[src/rtl/uart_framed.sv]
// uart_framed: full-duplex UART with configurable frame format.
// TX side takes bytes through a valid/ready handshake; RX side deposits good
// frames into a small first-word-fall-through FIFO and pulses one-cycle flags
// for framing, parity and overrun errors.
module uart_framed #(
    parameter int CLK_DIV    = 2,
    parameter int OVERSAMPLE = 4,
    parameter int DATA_BITS  = 8,
    parameter int PARITY_EN  = 0,
    parameter int PARITY_ODD = 0,
    parameter int STOP_BITS  = 1,
    parameter int FIFO_DEPTH = 4
) (
    input  logic                 clk,
    input  logic                 rst,
    input  logic                 rx,
    output logic                 tx,
    input  logic [DATA_BITS-1:0] tx_data,
    input  logic                 tx_valid,
    output logic                 tx_ready,
    output logic                 tx_busy,
    output logic [DATA_BITS-1:0] rx_data,
    output logic                 rx_valid,
    input  logic                 rx_ready,
    output logic                 rx_busy,
    output logic                 frame_err,
    output logic                 parity_err,
    output logic                 overrun_err
);

    localparam int DIV_W  = (CLK_DIV > 1) ? $clog2(CLK_DIV) : 1;
    localparam int TICK_W = $clog2(OVERSAMPLE);
    localparam int BIT_W  = 4;
    localparam int STOP_W = 2;
    localparam int PTR_W  = $clog2(FIFO_DEPTH);
    // Occupancy runs 0..FIFO_DEPTH, so one bit wider than the pointers.
    localparam int CNT_W  = PTR_W + 1;

    localparam logic [DIV_W-1:0]  DIV_LAST  = DIV_W'(CLK_DIV - 1);
    localparam logic [TICK_W-1:0] TICK_LAST = TICK_W'(OVERSAMPLE - 1);
    localparam logic [TICK_W-1:0] TICK_HALF = TICK_W'(OVERSAMPLE / 2 - 1);
    localparam logic [BIT_W-1:0]  BIT_LAST  = BIT_W'(DATA_BITS - 1);
    localparam logic [STOP_W-1:0] STOP_LAST = STOP_W'(STOP_BITS - 1);
    localparam logic [CNT_W-1:0]  FIFO_FULL = CNT_W'(FIFO_DEPTH);
    localparam logic              PAR_EN    = (PARITY_EN != 0);
    localparam logic              PAR_ODD   = (PARITY_ODD != 0);

    // ------------------------------------------------------------------
    // Transmitter
    // ------------------------------------------------------------------
    typedef enum logic [2:0] {
        TX_IDLE,
        TX_START,
        TX_DATA,
        TX_PARITY,
        TX_STOP
    } tx_state_t;

    tx_state_t             tx_state_q, tx_state_d;
    logic [DIV_W-1:0]      tx_div_q, tx_div_d;
    logic [TICK_W-1:0]     tx_tick_q, tx_tick_d;
    logic [BIT_W-1:0]      tx_bit_q, tx_bit_d;
    logic [STOP_W-1:0]     tx_stop_q, tx_stop_d;
    logic [DATA_BITS-1:0]  tx_shift_q, tx_shift_d;
    logic                  tx_par_q, tx_par_d;
    logic                  tx_q, tx_d;
    logic                  tx_div_tick;
    logic                  tx_bit_end;

    // TX next-state: bit timing, shifting and the registered serial level.
    always_comb begin
        tx_state_d  = tx_state_q;
        tx_div_d    = tx_div_q;
        tx_tick_d   = tx_tick_q;
        tx_bit_d    = tx_bit_q;
        tx_stop_d   = tx_stop_q;
        tx_shift_d  = tx_shift_q;
        tx_par_d    = tx_par_q;
        tx_d        = tx_q;
        tx_div_tick = (tx_div_q == DIV_LAST);
        tx_bit_end  = tx_div_tick && (tx_tick_q == TICK_LAST);

        // The divider free-runs inside a frame; a bit ends on the last tick.
        if (tx_state_q != TX_IDLE) begin
            if (tx_div_tick) begin
                tx_div_d  = '0;
                tx_tick_d = (tx_tick_q == TICK_LAST) ? '0 : tx_tick_q + 1'b1;
            end else begin
                tx_div_d  = tx_div_q + 1'b1;
            end
        end

        case (tx_state_q)
            TX_IDLE: begin
                if (tx_valid) begin
                    tx_state_d = TX_START;
                    tx_d       = 1'b0;
                    tx_shift_d = tx_data;
                    tx_par_d   = (^tx_data) ^ PAR_ODD;
                    tx_div_d   = '0;
                    tx_tick_d  = '0;
                    tx_bit_d   = '0;
                end
            end
            TX_START: begin
                if (tx_bit_end) begin
                    tx_state_d = TX_DATA;
                    tx_d       = tx_shift_q[0];
                    tx_bit_d   = '0;
                end
            end
            TX_DATA: begin
                if (tx_bit_end) begin
                    if (tx_bit_q == BIT_LAST) begin
                        tx_stop_d = '0;
                        if (PAR_EN) begin
                            tx_state_d = TX_PARITY;
                            tx_d       = tx_par_q;
                        end else begin
                            tx_state_d = TX_STOP;
                            tx_d       = 1'b1;
                        end
                    end else begin
                        tx_bit_d   = tx_bit_q + 1'b1;
                        tx_shift_d = tx_shift_q >> 1;
                        tx_d       = tx_shift_q[1];
                    end
                end
            end
            TX_PARITY: begin
                if (tx_bit_end) begin
                    tx_state_d = TX_STOP;
                    tx_d       = 1'b1;
                    tx_stop_d  = '0;
                end
            end
            TX_STOP: begin
                if (tx_bit_end) begin
                    if (tx_stop_q == STOP_LAST) begin
                        tx_state_d = TX_IDLE;
                    end else begin
                        tx_stop_d = tx_stop_q + 1'b1;
                    end
                end
            end
            default: begin
                tx_state_d = TX_IDLE;
                tx_d       = 1'b1;
            end
        endcase
    end

    // TX state register; reset abandons any frame and parks the line high.
    always_ff @(posedge clk) begin
        if (rst) begin
            tx_state_q <= TX_IDLE;
            tx_div_q   <= '0;
            tx_tick_q  <= '0;
            tx_bit_q   <= '0;
            tx_stop_q  <= '0;
            tx_shift_q <= '0;
            tx_par_q   <= 1'b0;
            tx_q       <= 1'b1;
        end else begin
            tx_state_q <= tx_state_d;
            tx_div_q   <= tx_div_d;
            tx_tick_q  <= tx_tick_d;
            tx_bit_q   <= tx_bit_d;
            tx_stop_q  <= tx_stop_d;
            tx_shift_q <= tx_shift_d;
            tx_par_q   <= tx_par_d;
            tx_q       <= tx_d;
        end
    end

    assign tx       = tx_q;
    assign tx_ready = (tx_state_q == TX_IDLE);
    assign tx_busy  = (tx_state_q != TX_IDLE);

    // ------------------------------------------------------------------
    // Receiver
    // ------------------------------------------------------------------
    typedef enum logic [2:0] {
        RX_IDLE,
        RX_START,
        RX_DATA,
        RX_PARITY,
        RX_STOP,
        RX_WAIT_HIGH
    } rx_state_t;

    logic                  rx_meta_q, rx_sync_q;
    rx_state_t             rx_state_q, rx_state_d;
    logic [DIV_W-1:0]      rx_div_q, rx_div_d;
    logic [TICK_W-1:0]     rx_tick_q, rx_tick_d;
    logic [BIT_W-1:0]      rx_bit_q, rx_bit_d;
    logic [STOP_W-1:0]     rx_stop_q, rx_stop_d;
    logic [DATA_BITS-1:0]  rx_shift_q, rx_shift_d;
    logic                  rx_par_bad_q, rx_par_bad_d;
    logic                  rx_stop_bad_q, rx_stop_bad_d;
    logic                  frame_err_q, frame_err_d;
    logic                  parity_err_q, parity_err_d;
    logic                  rx_div_tick;
    logic                  rx_half;
    logic                  rx_sample;
    logic                  stop_bad_now;
    logic                  push_req;

    // Two-flop synchroniser for the asynchronous serial input.
    always_ff @(posedge clk) begin
        if (rst) begin
            rx_meta_q <= 1'b1;
            rx_sync_q <= 1'b1;
        end else begin
            rx_meta_q <= rx;
            rx_sync_q <= rx_meta_q;
        end
    end

    // RX next-state: start validation, mid-bit sampling and error decisions.
    always_comb begin
        rx_state_d    = rx_state_q;
        rx_div_d      = rx_div_q;
        rx_tick_d     = rx_tick_q;
        rx_bit_d      = rx_bit_q;
        rx_stop_d     = rx_stop_q;
        rx_shift_d    = rx_shift_q;
        rx_par_bad_d  = rx_par_bad_q;
        rx_stop_bad_d = rx_stop_bad_q;
        frame_err_d   = 1'b0;
        parity_err_d  = 1'b0;
        push_req      = 1'b0;
        stop_bad_now  = rx_stop_bad_q | ~rx_sync_q;
        rx_div_tick   = (rx_div_q == DIV_LAST);
        rx_half       = rx_div_tick && (rx_tick_q == TICK_HALF);
        rx_sample     = rx_div_tick && (rx_tick_q == TICK_LAST);

        if ((rx_state_q != RX_IDLE) && (rx_state_q != RX_WAIT_HIGH)) begin
            if (rx_div_tick) begin
                rx_div_d  = '0;
                rx_tick_d = (rx_tick_q == TICK_LAST) ? '0 : rx_tick_q + 1'b1;
            end else begin
                rx_div_d  = rx_div_q + 1'b1;
            end
        end

        case (rx_state_q)
            RX_IDLE: begin
                if (!rx_sync_q) begin
                    rx_state_d    = RX_START;
                    rx_div_d      = '0;
                    rx_tick_d     = '0;
                    rx_bit_d      = '0;
                    rx_par_bad_d  = 1'b0;
                    rx_stop_bad_d = 1'b0;
                end
            end
            RX_START: begin
                // Half a bit in: still low means a real start bit. Restarting
                // the divider here puts every later sample mid-bit.
                if (rx_half) begin
                    rx_div_d  = '0;
                    rx_tick_d = '0;
                    rx_bit_d  = '0;
                    rx_state_d = rx_sync_q ? RX_IDLE : RX_DATA;
                end
            end
            RX_DATA: begin
                if (rx_sample) begin
                    rx_shift_d = {rx_sync_q, rx_shift_q[DATA_BITS-1:1]};
                    if (rx_bit_q == BIT_LAST) begin
                        rx_stop_d  = '0;
                        rx_state_d = PAR_EN ? RX_PARITY : RX_STOP;
                    end else begin
                        rx_bit_d = rx_bit_q + 1'b1;
                    end
                end
            end
            RX_PARITY: begin
                if (rx_sample) begin
                    rx_par_bad_d = ((^rx_shift_q) ^ rx_sync_q) != PAR_ODD;
                    rx_stop_d    = '0;
                    rx_state_d   = RX_STOP;
                end
            end
            RX_STOP: begin
                // All verdicts are issued together on the last stop sample.
                if (rx_sample) begin
                    if (rx_stop_q == STOP_LAST) begin
                        frame_err_d  = stop_bad_now;
                        parity_err_d = rx_par_bad_q;
                        push_req     = ~stop_bad_now & ~rx_par_bad_q;
                        rx_state_d   = stop_bad_now ? RX_WAIT_HIGH : RX_IDLE;
                    end else begin
                        rx_stop_bad_d = stop_bad_now;
                        rx_stop_d     = rx_stop_q + 1'b1;
                    end
                end
            end
            RX_WAIT_HIGH: begin
                if (rx_sync_q) begin
                    rx_state_d = RX_IDLE;
                end
            end
            default: begin
                rx_state_d = RX_IDLE;
            end
        endcase
    end

    // RX state register and registered error pulses.
    always_ff @(posedge clk) begin
        if (rst) begin
            rx_state_q    <= RX_IDLE;
            rx_div_q      <= '0;
            rx_tick_q     <= '0;
            rx_bit_q      <= '0;
            rx_stop_q     <= '0;
            rx_shift_q    <= '0;
            rx_par_bad_q  <= 1'b0;
            rx_stop_bad_q <= 1'b0;
            frame_err_q   <= 1'b0;
            parity_err_q  <= 1'b0;
        end else begin
            rx_state_q    <= rx_state_d;
            rx_div_q      <= rx_div_d;
            rx_tick_q     <= rx_tick_d;
            rx_bit_q      <= rx_bit_d;
            rx_stop_q     <= rx_stop_d;
            rx_shift_q    <= rx_shift_d;
            rx_par_bad_q  <= rx_par_bad_d;
            rx_stop_bad_q <= rx_stop_bad_d;
            frame_err_q   <= frame_err_d;
            parity_err_q  <= parity_err_d;
        end
    end

    assign rx_busy    = (rx_state_q != RX_IDLE);
    assign frame_err  = frame_err_q;
    assign parity_err = parity_err_q;

    // ------------------------------------------------------------------
    // RX FIFO (first-word fall-through)
    // ------------------------------------------------------------------
    logic [DATA_BITS-1:0] fifo_mem [FIFO_DEPTH];
    logic [PTR_W-1:0]     wr_ptr_q, wr_ptr_d;
    logic [PTR_W-1:0]     rd_ptr_q, rd_ptr_d;
    logic [CNT_W-1:0]     count_q, count_d;
    logic                 overrun_q, overrun_d;
    logic                 fifo_full;
    logic                 pop;
    logic                 push_ok;

    // FIFO next-state: a pop frees the slot, so push into a full FIFO is
    // accepted when a pop happens in the same cycle.
    always_comb begin
        fifo_full = (count_q == FIFO_FULL);
        pop       = (count_q != '0) && rx_ready;
        push_ok   = push_req && (!fifo_full || pop);
        overrun_d = push_req && fifo_full && !pop;
        wr_ptr_d  = push_ok ? wr_ptr_q + 1'b1 : wr_ptr_q;
        rd_ptr_d  = pop ? rd_ptr_q + 1'b1 : rd_ptr_q;
        count_d   = count_q;
        if (push_ok && !pop) begin
            count_d = count_q + 1'b1;
        end else if (pop && !push_ok) begin
            count_d = count_q - 1'b1;
        end
    end

    // FIFO pointers, occupancy and overrun pulse.
    always_ff @(posedge clk) begin
        if (rst) begin
            wr_ptr_q  <= '0;
            rd_ptr_q  <= '0;
            count_q   <= '0;
            overrun_q <= 1'b0;
        end else begin
            wr_ptr_q  <= wr_ptr_d;
            rd_ptr_q  <= rd_ptr_d;
            count_q   <= count_d;
            overrun_q <= overrun_d;
        end
    end

    // FIFO storage write; contents need no reset since occupancy gates reads.
    always_ff @(posedge clk) begin
        if (push_ok) begin
            fifo_mem[wr_ptr_q] <= rx_shift_q;
        end
    end

    assign rx_data     = fifo_mem[rd_ptr_q];
    assign rx_valid    = (count_q != '0);
    assign overrun_err = overrun_q;

endmodule

[config.mk]
export PLATFORM = sky130hd
export DESIGN_NAME = uart_framed
export DESIGN_NICKNAME = d
export VERILOG_FILES = /design/src/rtl/uart_framed.sv
export SDC_FILE = /design/constraint.sdc
export NUM_CORES = 1
export LEC_CHECK = 0
export BUFFER_PORTS_ARGS = -buffer_cell sky130_fd_sc_hd__buf_2
export CELL_PAD_IN_SITES_DETAIL_PLACEMENT = 1
export CELL_PAD_IN_SITES_GLOBAL_PLACEMENT = 2
export CORE_UTILIZATION = 36
export DETAILED_ROUTE_END_ITERATION = 10
export HOLD_SLACK_MARGIN = 0.1
export PLACE_DENSITY = 0.76
export SLEW_MARGIN = 0
export SYNTH_ARGS = -nofsm -noshare
export SYNTH_HDL_FRONTEND = slang
export SYNTH_SLANG_ARGS = --single-unit
export TNS_END_PERCENT = 30
[constraint.sdc]
create_clock -name clk -period 2.4 [get_ports clk]
set_input_delay 0.12 -clock clk [delete_from_list [all_inputs] [get_ports clk]]
set_output_delay 0.12 -clock clk [all_outputs]
set_load 0.01 [all_outputs]
=== Word level (Yosys, flattened, before mapping) ===
Memory sizes are Yosys's and may differ from the RTL's. A register that Yosys moved wholly into a read port is not among the register bits.
Cells that the tools add are included.
W data, S select, Z words.

* Add/sub/neg operators: 12
* Equal/unequal tests: 35
* Bitwise gates (word level): 10
* Multiplexer cells: 86
* Reduce and logical (&&, ||, !) cells: 42

{| class="wikitable"
|+ Operators with widths
! cell !! count
|-
| $mux W3 || 18
|-
| $mux W2 || 23
|-
| $ne A2 B2 Y1 const B || 19
|-
| $mux W4 || 8
|-
| $mux W8 || 3
|-
| $pmux W4 S3 || 2
|-
| $mux W1 || 22
|-
| $reduce_bool A3 Y1 || 7
|-
| $pmux W3 S6 || 1
|-
| $pmux W8 S2 || 1
|-
| $pmux W3 S5 || 1
|-
| $reduce_and A5 Y1 || 3
|-
| $add A2 B1 Y2 const B || 6
|-
| $eq A3 B2 Y1 const B || 4
|-
| $eq A3 B3 Y1 const B || 4
|-
| $pmux W2 S3 || 2
|-
| $reduce_and A6 Y1 || 2
|-
| $logic_and A1 B1 Y1 || 10
|-
| $add A4 B1 Y4 const B || 2
|-
| $eq A4 B3 Y1 const B || 2
|-
| $reduce_and A4 Y1 || 2
|-
| $reduce_and A8 Y1 || 1
|-
| $reduce_bool A2 Y1 || 4
|-
| $reduce_xor A8 Y1 || 1
|-
| 22 further kinds || 37
|}

* Register bits: 55
* Memory bits (writable): 32
* Memories kept: 1
* Output and inout port bits: 16
* Input port bits: 13
* Word-level logic and storage cells: 209

{| class="wikitable"
|+ Memories
! memory !! words !! width !! read ports !! clocked after Yosys merged registers in !! write ports !! RTL line !! source
|-
| fifo_mem || 4 || 8 || 1 || 1 || 1 || 345 || <nowiki>logic [DATA_BITS-1:0] fifo_mem [FIFO_DEPTH];</nowiki>
|}

=== Depth between registers and ports, before layout ===
Gate-level depths: netlist of run 1.

* Depth after elaboration: 12
* Mapped depth: 11
* Depth with buffers taken out: 10

=== Worst setup path after synthesis of run 1 ===
OpenSTA, ideal clock, no wires.

* Path type: reg2reg
* From: reg rx_tick_q[0]
* To: reg count_q[2]
* Clock period less this slack: 2.510 ns
* Library setup time: 0.070 ns
* Slack: -0.110 ns
* Data required time: 2.330 ns
* Cell stages (with the launch flop): 12
* Buffers on the path: 1
* Data arrival time: 2.440 ns
* Cells stage by stage: dfxtp_1 -> ha_1 -> and2_1 -> buf_4 -> nand2_4 -> nor4_4 -> ha_1 -> inv_1 -> fa_1 -> xor2_1 -> or3_1 -> a21oi_1

* Longest elaborated chain between the ends: 8
* Elaborated cells between the ends (all ways): 10
* Classes of those cells: 1 x eq/ne; 3 x mux; 6 x reduce/logical

{| class="wikitable"
|+ Ends and longest elaborated chain
! item !! RTL line !! source
|-
| start: declaration || 195 || <nowiki>logic [TICK_W-1:0] rx_tick_q, rx_tick_d;</nowiki>
|-
| start signal: assignment || 327 || <nowiki>rx_tick_q <= rx_tick_d;</nowiki>
|-
| $eq A2 B2 Y1 * || 236 || <nowiki>rx_sample = rx_div_tick && (rx_tick_q == TICK_LAST);</nowiki>
|-
| $logic_and A1 B1 Y1 * || 236 ||
|-
| $mux W1 * || 288 || <nowiki>if (rx_sample) begin</nowiki>
|-
| $mux W1 * || 247 || <nowiki>case (rx_state_q)</nowiki>
|-
| $logic_and A1 B1 Y1 * || 359 || <nowiki>push_ok = push_req && (!fifo_full || pop);</nowiki>
|-
| via push_ok || 352 || <nowiki>logic push_ok;</nowiki>
|-
| $logic_not A1 Y1 || 366 || <nowiki>end else if (pop && !push_ok) begin</nowiki>
|-
| $logic_and A1 B1 Y1 || 366 ||
|-
| $reduce_bool A2 Y1 (no line) || -- ||
|-
| end signal: assignment || 381 || <nowiki>count_q <= count_d;</nowiki>
|-
| end: declaration || 348 || <nowiki>logic [CNT_W-1:0] count_q, count_d;</nowiki>
|}

Mark *: on every way through the listed nets, which the timed path passes. The rest lies on a longest branch.
A chain may end at the register's enable or synchronous reset.

=== Worst setup path in the final report of run 1 ===
Ends and elaborated chain as after synthesis.

==> run metrics, run 1 <==
status completed; Final Hold Fails 0; vias per inst between 5 and 6; H-tree levels 3; Placed Area between 0.004 and 0.005 mm2; Mapped Nets 400; hold path cells 3; I/O pins 29; asr flop ratio synth 0%; Remaining DRCs 0; clk sinks just under 90; Netlist Area Pre-Place ~0.0041 mm2; Chip Width around 110 um; origin of the worst min-delay path tx_valid; period utilisation layout between 90 and 100%; fin crit period between 2 and 2.5 ns; Pwr Density about 660 mW/mm2; die height between 100 and 150 um; Reg area around 0.0021 mm2; DR iter-0 viols 67; port buffer count 28; Layout fillers ~1200; total number of vias between 2000 and 3000; initial antenna violation count 0; Setup Skew between 0.007 and 0.008 ns; CTS Buffer Depth 2; share of cells above drive strength 1 21.07%; Multi-input gate area 0.001833 mm2; nets 434; fmax about 0.44 GHz; Num CTS Buffers 9; Distinct cells, synth 55; core area roughly 0.011 mm2; per-cell routed wire length about 15 um; gr ovfl total 0; RePlAce Congestion approximately 0.76; Slew @ Worst Pin a little over 0.6 ns; vias in the first global route 3003; clock root cell clkbuf_16; antenna cell count 0; unrepaired setup endpoints after global routing true; grt met3 use 4.521%; worst hold endpoint tx_shift_q[7]$_SDFFE_PP0P_; maximum fanout along the worst path 4; final wirelength around 8600 um; fin area ~0.0047 mm2; worst r2r path cells 10; CP required around 2.7 ns; DP Wirelength between 5000 and 6000 um; peak supply drop 0.5060 mV; crit path DAT 2.57 ns; Die Footprint roughly 0.012 mm2; Layout Area Growth over Synthesis 15.92%; reg2reg setup slack between 0.1 and 0.15 ns; met1 Track Usage GR a little under a fifth; global-route wire length before repair 14430 um; Post-synth EDFFs 32; final slew viol count 0; gr busiest metal met2; syn avg cell area between 10 and 15 um2; Startpoint Class register; Post-DRT Antenna Nets 0; Yosys warning total 0; Rel. slew slack 59.30%; crit path kind register to register; grt met2 use 28.21%; CTS tree done; CP endpoint kind register; reg2reg start rx_tick_q[0]$_SDFF_PP0_; Initial Utilization between 30% and 40%; Rows 38; sequential area share after synthesis around 52%; drt first pass iters 4; Design Power 0.003111 W; total track usage between 15 and 20%; largest net degree at the start of global routing 24; Max Cap Viol 0; top cells by area, synth dfxtp_1 28%, edfxtp_1 24%, mux2i_1 5.4%; # setup viols final 0; CTS clk-pin slew, worst paths ~0.06 ns; worst r2r dst count_q[2]$_SDFFE_PP0P_; Worst Hold Class primary input to register; Synth Flop Type dfxtp_1; Leak Pwr approximately 1.7 nW; Cells after Synth between 300 and 400; synthesized flop and latch total 89; top cell type by total area after synthesis dfxtp_1; Yosys top cell area share between 20 and 30%; Worst-Skew Late Latency approximately 0.34 ns
## cells in the mapped netlist (10+ instances only)
| master | n |
|---|---|
| ha_1 | 12 |
| buf_2 | 11 |
| dfxtp_1 | 57 |
| nand3_1 | 12 |
| inv_1 | 17 |
| xnor2_1 | 10 |
| nand2_1 | 18 |
| edfxtp_1 | 32 |
| nor2_1 | 41 |
| a21oi_1 | 26 |
| mux2i_1 | 22 |
## stage by stage
stage	setup WS (ns)	hold slack [ns]	instances	utilization [%]	TNS, ns
after floorplan	0.001864	0.2238	374	-	0
after global placement	0.1121	0.3090	533	40.05	0
after detailed placement	0.09379	0.3152	533	40.05	0
after CTS	0.01496	0.1116	551	42.67	0
after global routing	-0.03405	0.1415	553	43.08	-0.03405
final	0.1096	0.1296	553	43.08	0
## worst max path at each step
stage	startpoint	end	slack [ns]	cells after the start
final	rx_tick_q[0]$_SDFF_PP0_	count_q[2]$_SDFFE_PP0P_	0.11	10
after global routing	rx_tick_q[0]$_SDFF_PP0_	count_q[2]$_SDFFE_PP0P_	-0.03	10
after CTS	count_q[0]$_SDFFE_PP0P_	count_q[2]$_SDFFE_PP0P_	0.01	9
after detailed placement	count_q[0]$_SDFFE_PP0P_	count_q[2]$_SDFFE_PP0P_	0.09	9
after global placement	rx_tick_q[1]$_SDFF_PP0_	count_q[2]$_SDFFE_PP0P_	0.11	10
after floorplan	rx_tick_q[1]$_SDFF_PP0_	count_q[2]$_SDFFE_PP0P_	0.002	11
## cells by family (layout without fill, tap and decap cells)
logic type	Yosys count	in the layout	share of synthesized area, %
compound gates	67	67	10.59
buf+inv	38	77	4.125
fa+ha+maj	13	13	4.187
flops	89	89	51.72
simple gates	117	117	15.15
mux	31	31	10.13
xor+xnor	19	19	4.095
## sequential cells by signal, indices dropped and copies added (netlist names), named ones only
signal and cells:
wr_ptr_q 2, rx_shift_q 8, rx_div_q 1, tx_bit_q 4, rd_ptr_q 2, rx_tick_q 2
rx_stop_bad_q 1, frame_err 1, tx_tick_q 2, tx_stop_q 2, parity_err 1, tx_state_q 3
rx_stop_q 2, rx_bit_q 4, tx 1, rx_meta_q 1, tx_div_q 1, tx_shift_q 8
rx_sync_q 1, rx_par_bad_q 1, rx_state_q 3, overrun_err 1, fifo_mem 32, count_q 3
## report_power, final
part	switching [W]	leakage, nW	internal (W)
combinational	0.000119	0.787	0.000102
sequential	0.0000357	0.761	0.00158
clock	0.000568	0.127	0.000704
total	0.000723	1.67	0.00239
## cell usage in the layout (no fill, tap or decap), drive strengths merged, types with 10 or more instances in the layout
master  instances
xnor2          10
edfxtp         32
buf            42
dfxtp          57
ha             12
o21ai          12
nand2          19
inv            17
nor2           42
a21oi          26
nand3          13
clkbuf         12
mux2i          22
## worst max-delay path, cell delays in order (launching register included)
cell and delay (ns):
dfxtp_4 0.37, ha_4 0.14, and2_4 0.15, nand2_4 0.07, nor4_4 0.29, ha_2 0.23, inv_1 0.06, fa_2 0.33
xor2_1 0.15, or3_1 0.32, a21oi_2 0.12
## per-layer routing
layer	up-vias	routed length, um
met4	0	125
met5	-	0
met3	10	227
met1	1374	3876
met2	24	4326
li1	1408	-
## repair_timing
item                       4_1_cts  5_1_grt
hold buffers                     2        0
setup buffers                    0        2
gates resized for setup          0        8
hold endpoints to repair         2        0
setup endpoints to repair        0        1
## cell type report
cell class,count,area share [%]
clock buffers,12,5.020
well taps,140,3.718
flip-flops and latches,89,44.73
multi-input cells,247,38.91
repair buffers,44,5.631
clock inverters,4,0.6374
inverters,17,1.355
Note: power is estimated with default switching activity, not from simulation.
==> run 2: changes to the inputs <==
Settings changed: CTS_BUF_LIST set to sky130_fd_sc_hd__clkbuf_16, SLEW_MARGIN 0 to 20.
==> run 2 against run 1 <==
Compared with the run above: critical path depth unchanged; global-route usage unchanged; sequential share of layout area unchanged; combinational power about the same; setup slack about the same; highest routed layer unchanged; utilization unchanged; wire length about the same; sequential cell count unchanged.
==> run metrics, run 2 (synthesis results as in run 1) <==
Startpoint Class register; Slew @ Worst Pin 0.6097 ns (unchanged); Top delay family on crit path simple AND/OR/NAND/NOR gates; maximum fanout along the worst path 4 (unchanged); Remaining DRCs 0 (unchanged); CP max-delay cell dfxtp_4; total track usage 16.21% (unchanged); RePlAce Congestion 0.7647 (unchanged); final slew viol count 0 (unchanged); Worst Hold Class primary input to register; core area 0.01094 mm2 (unchanged); fmax 0.4366 GHz (about the same); nets 434 (unchanged); antenna cell count 0 (unchanged); port buffer count 28 (unchanged); commonest cells after routing, fill and taps aside 55 x dfxtp_1, 40 x nor2_1, 32 x edfxtp_1; fin area 0.004711 mm2 (unchanged); Buf+Inv Stages, Crit Path 1 (unchanged); status completed; Rows 38 (unchanged); Rel. slew slack 59.30% (unchanged); crit path kind register to register; drt first pass iters 4 (unchanged); Placed Cells 533 (unchanged); fin crit period 2.291 ns (+0.0001220 ns); Post-DRT Antenna Nets 0 (unchanged); I/O pins 29 (unchanged); DR iter-0 viols 68 (+1.5%); reg2reg start rx_tick_q[0]$_SDFF_PP0_; gr ovfl total 0 (unchanged); initial antenna violation count 0 (unchanged); clock root cell clkbuf_16; Critical Path, Cell by Cell ha_4 -> and2_4 -> nand2_4 -> nor4_4 -> ha_2 -> inv_1 -> fa_2 -> xor2_1 -> or3_1 -> a21oi_2; hold_ws 0.1296 ns (unchanged); Top reg by flops fifo_mem; Crit path largest cell delay 0.37 ns (about the same); final wirelength 8554 um (about the same); vias per inst 5.092 (unchanged); worst r2r dst count_q[2]$_SDFFE_PP0P_; Die Footprint 0.01172 mm2 (unchanged); share of cells above drive strength 1 21.07% (unchanged); Crit path depth 10 (unchanged); Initial Utilization 37.16% (unchanged); Chip Width 108.2 um (unchanged); clk sinks 89 (unchanged); CTS clk-pin slew, worst paths 0.06 ns (about the same); total number of vias 2816 (unchanged); Pwr Density 657.8 mW/mm2 (-0.39%); Leak Pwr 1.687 nW (+0.74%); vias in the first global route 3003 (unchanged); Setup Skew 0.007233 ns (+0.00008499 ns); reg2reg setup slack 0.11 ns (about the same); Layout fillers 1241 (unchanged); most common cell after layout, fill and taps aside dfxtp_1; H-tree levels 3 (unchanged); global-route wire length before repair 14430 um (unchanged); Num CTS Buffers 9 (unchanged); largest net degree at the start of global routing 24 (unchanged); CTS tree done; Worst-Skew Late Latency 0.34 ns (about the same); Placed Area 0.004379 mm2 (unchanged); per-cell routed wire length 15.47 um (about the same); CP endpoint kind register; CP required 2.68 ns (about the same); worst r2r path cells 10 (unchanged); die height 108.2 um (unchanged); CTS Buffer Depth 2 (unchanged); Critical Path Source rx_tick_q[0]$_SDFF_PP0_; # setup viols final 0 (unchanged); DP Wirelength 5939 um (unchanged); Max Cap Viol 0 (unchanged); non-filler cells, final 553 (unchanged); crit path DAT 2.57 ns (about the same); max reg flops 32 (unchanged); peak supply drop 0.5060 mV (unchanged); unrepaired setup endpoints after global routing true; Final Hold Fails 0 (unchanged); largest registers fifo_mem: 32 flops, rx_shift_q: 8 flops, tx_shift_q: 8 flops; period utilisation layout 95.44% (about the same); crit path to count_q[2]$_SDFFE_PP0P_; Layout Area Growth over Synthesis 15.92% (unchanged)
==> run 2: cell count changes in the layout (fill, tap and decap cells not counted), sizes merged <==
cell	previous run	this run
inv	17	20
clkbuf	12	9
==> run 2: through the flow <==
step / util, % / total power, W / worst slack (ns) / setup TNS [ns]
final: 43.08 / 0.003099 / 0.1095 / 0
after global routing: 43.08 / 0.003218 / -0.03415 / -0.03415
after CTS: 42.67 / 0.003153 / 0.01496 / 0
after detailed placement: 40.05 / 0.001872 / 0.09379 / 0
after global placement: 40.05 / 0.001865 / 0.1121 / 0
after floorplan: - / 0.001798 / 0.001864 / 0
==> run 2: timing repair <==
item                                    CTS  global route
hold buffers                              2             0
gates resized for setup                   0             8
endpoints found under the hold margin     2             0
setup buffers                             0             2
endpoints found under the setup margin    0             1
==> run 2: worst min-delay path, delay by kind of cell <==
family,cells,cell delay (ns)
AOI/OAI and AO/OA,1,0.06
buffers and inverters,1,0.14
and+or+nand+nor,1,0.09
==> run 2: worst min path at each step <==
stage               startpoint                          to  slack [ns]  depth (start not counted)
detailed placement          rx        rx_meta_q$_SDFF_PP1_        0.32                          2
finish                tx_valid  tx_shift_q[7]$_SDFFE_PP0P_        0.13                          3
floorplan                   rx        rx_meta_q$_SDFF_PP1_        0.22                          1
CTS                   tx_valid  tx_shift_q[7]$_SDFFE_PP0P_        0.11                          3
global route        tx_data[5]  tx_shift_q[5]$_SDFFE_PP0P_        0.14                          3
global placement            rx        rx_meta_q$_SDFF_PP1_        0.31                          2
==> run 2: layout make-up <==
type                    count  area (um2)  area share (%)
clock inverters             7       41.29          0.8765
well taps                 140       175.2           3.718
repair buffers             44       265.3           5.631
flip-flops and latches     89        2107           44.73
clock buffers               9       225.2           4.781
inverters                  17       63.81           1.355
multi-input cells         247        1833           38.91
==> run 2: metal layers <==
metal  track usage [%]  vias to the layer above  share of wire (%)
li1                  -                     1408                  -
met1             18.89                     1374                 45
met2             28.21                       24                 51
met3             4.521                       10                2.7
met4             5.969                        0                1.5
met5                 0                        -                  0
==> run 2: report_power, final <==
part           switching [W]  total (W)  leakage [nW]  internal (W)
logic               0.000119   0.000222         0.787      0.000102
registers          0.0000357    0.00162         0.761       0.00158
clock network       0.000569    0.00126         0.139      0.000691
total               0.000723    0.00310          1.69       0.00238
==> run 3: changes to the inputs <==
Settings changed: CORE_UTILIZATION 36 to 37, CTS_BUF_LIST sky130_fd_sc_hd__clkbuf_16 to sky130_fd_sc_hd__clkbuf_4 sky130_fd_sc_hd__clkbuf_8, PLACE_DENSITY 0.76 to not set, PLACE_DENSITY_LB_ADDON set to 0.1, TNS_END_PERCENT 30 to 50.
==> run 3 against run 2 <==
Compared with the run above: highest routed layer unchanged; setup slack worse by 0.046 ns; critical endpoint unchanged; largest power group unchanged; clock power down 21%; worst hold slack worse by 0.019 ns.
==> run metrics, run 3 (synthesis results as in run 1) <==
Die Footprint 0.01141 mm2 (-2.7%); Logic pwr share 8.1% (+0.9 points); global-route wire length before repair 14870 um (+3.0%); Rel. slew slack 60.74% (+1.4 points); core area 0.01051 mm2 (-3.9%); Pint 0.002093 W (-12%); Worst Setup Slack, final 0.06317 ns (-0.04631 ns); final wirelength 8863 um (+3.6%); unrepaired setup endpoints after global routing false; Final Hold Fails 0 (unchanged); Leak Pwr 1.662 nW (-1.5%); total track usage 17.11% (+0.90 points); I/O pins 29 (unchanged); Max Cap Viol 0 (unchanged); fin crit period 2.337 ns (+0.04631 ns); Placed Area 0.004382 mm2 (about the same); H-tree levels 3 (unchanged); CTS tree done; Slew @ Worst Pin 0.5881 ns (-0.02155 ns); # setup viols final 0 (unchanged); Crit path largest cell delay 0.63 ns (+0.26 ns); fmax 0.4279 GHz (-2.0%); initial antenna violation count 0 (unchanged); Design Power 0.002840 W (-8.4%); port buffer count 28 (unchanged); hold_ws 0.1107 ns (-0.01885 ns); share of cells above drive strength 1 20.53% (-0.54 points); per-cell routed wire length 15.97 um (+3.2%); nets 440 (+1.4%); peak supply drop 0.2462 mV (-51%); CTS Buffer Depth 2 (unchanged); Rows 37 (-2.6%); Post-DRT Antenna Nets 0 (unchanged); drt first pass iters 4 (unchanged); Remaining DRCs 0 (unchanged); fin area 0.004658 mm2 (-1.1%); clock power share 35.0% (-5.7 points); DP Wirelength 6288 um (+5.9%); Worst Hold Class primary input to register; status completed; CP endpoint kind register; reg2reg setup slack 0.10 ns (about the same); Startpoint Class primary input; Worst-Skew Late Latency 0.37 ns (+0.03 ns); pre-CTS setup slack 0.09998 ns (+0.006190 ns); Initial Utilization 38.67% (+1.5 points); clk sinks 89 (unchanged); max reg flops 32 (unchanged); CTS clk-pin slew, worst paths 0.09 ns (+0.03 ns); setup_tns 0 ns (unchanged); Net Sw Power 0.0007465 W (+3.2%); Pwr Density 609.6 mW/mm2 (-7.3%); total number of vias 2851 (+1.2%); maximum fanout along the worst path 3 (-1); die height 106.8 um (-1.3%); gr ovfl total 0 (unchanged); period utilisation layout 97.37% (+1.9 points); crit path DAT 2.64 ns (+0.07 ns); Num CTS Buffers 9 (unchanged); vias per inst 5.137 (+0.88%); Layout fillers 1190 (-4.1%); Top reg by flops fifo_mem; Seq pwr share 56.9% (+4.7 points); switching share of power 26.29% (+2.9 points); clock root cell clkbuf_8; antenna cell count 0 (unchanged); DR iter-0 viols 97 (+43%); largest net degree at the start of global routing 25 (+4.2%); final slew viol count 0 (unchanged); Top delay family on crit path simple AND/OR/NAND/NOR gates; largest registers fifo_mem: 32 flops, rx_shift_q: 8 flops, tx_shift_q: 8 flops; Layout Area Growth over Synthesis 14.62%; RePlAce Congestion 0.7236 (-5.4%); commonest cells after routing, fill and taps aside 54 x dfxtp_1, 40 x nor2_1, 32 x edfxtp_1; most common cell after layout, fill and taps aside dfxtp_1; crit path kind primary input to register; Critical Path, Cell by Cell dlygate4sd3_1 -> buf_2 -> or4b_2 -> nand3_1 -> nor4_4 -> ha_2 -> inv_1 -> fa_1 -> xor2_1 -> or3_1 -> a21oi_1; Setup Skew 0.009142 ns (+0.001909 ns); vias in the first global route 2978 (-0.83%); CP max-delay cell or4b_2; Buf+Inv Stages, Crit Path 3 (+2); CP required 2.71 ns (+0.03 ns); Chip Width 106.8 um (-1.3%)
run 3: cell count changes in the layout (fill, tap and decap cells not counted), moves of 2 or more:
cell / before / now
dlygate4sd3_1: 2 / 9
clkbuf_16: 9 / 0
inv_1: 20 / 17
inv_6: 0 / 2
dfxtp_2: 1 / 3
clkbuf_8: 0 / 9
run 3: layout make-up:
class	instances	area (um2)	area share [%]
sequential	89	2106	45.21
multi-input combinational	247	1809	38.84
timing repair buffer	50	327.8	7.037
tap	136	170.2	3.653
clock buffer	10	131.4	2.820
inverter	17	63.81	1.370
clock inverter	6	50.05	1.074
run 3: what timing repair did:
| item | 4_1_cts | 5_1_grt |
|---|---|---|
| hold buffers | 9 | 0 |
| buffers inserted | 0 | 0 |
| endpoints found under the setup margin | 0 | 1 |
| resized for setup | 0 | 3 |
| hold endpoints to repair | 8 | 0 |
run 3: tightest hold or removal path: stages:
cell and delay, ns:
buf_2 0.09, mux2i_1 0.12, a311oi_1 0.10
run 3: path summary, 6_finish.rpt:
| check | from | cells after the start | endpoint |
|---|---|---|---|
| hold / removal | tx_data[6] | 3 | tx_shift_q[6]$_SDFFE_PP0P_ |
| hold reg to reg | rx_meta_q$_SDFF_PP1_ | 1 | rx_sync_q$_SDFF_PP1_ |
| setup / recovery | rx_ready | 11 | count_q[2]$_SDFFE_PP0P_ |
| setup reg to reg | count_q[0]$_SDFFE_PP0P_ | 9 | count_q[2]$_SDFFE_PP0P_ |
run 3: through the flow:
step | cells | utilization, %
3_3_place_gp | 530 | 41.70
4_1_cts | 555 | 44.28
6_report | 555 | 44.33
5_1_grt | 555 | 44.33
3_5_place_dp | 530 | 41.70
2_1_floorplan | 374 | -
run 3: power by group through the flow:
stage	Sequential [W]	Combinational [W]	Clock [W]
2_1_floorplan	0.00163	0.000167	0
3_3_place_gp	0.00165	0.000216	0
3_5_place_dp	0.00165	0.000222	0
4_1_cts	0.00162	0.000234	0.00104
5_1_grt	0.00162	0.000256	0.00110
6_report	0.00162	0.000230	0.000993
run 3: metal layers:
layer  vias up  GRT usage [%]  part of all wire [%]
met1      1385          20.47                    46
met2        36          29.26                    50
met4         0          6.751                   1.6
met5         -              0                     0
li1       1417              -                     -
met3        13          4.438                   2.6
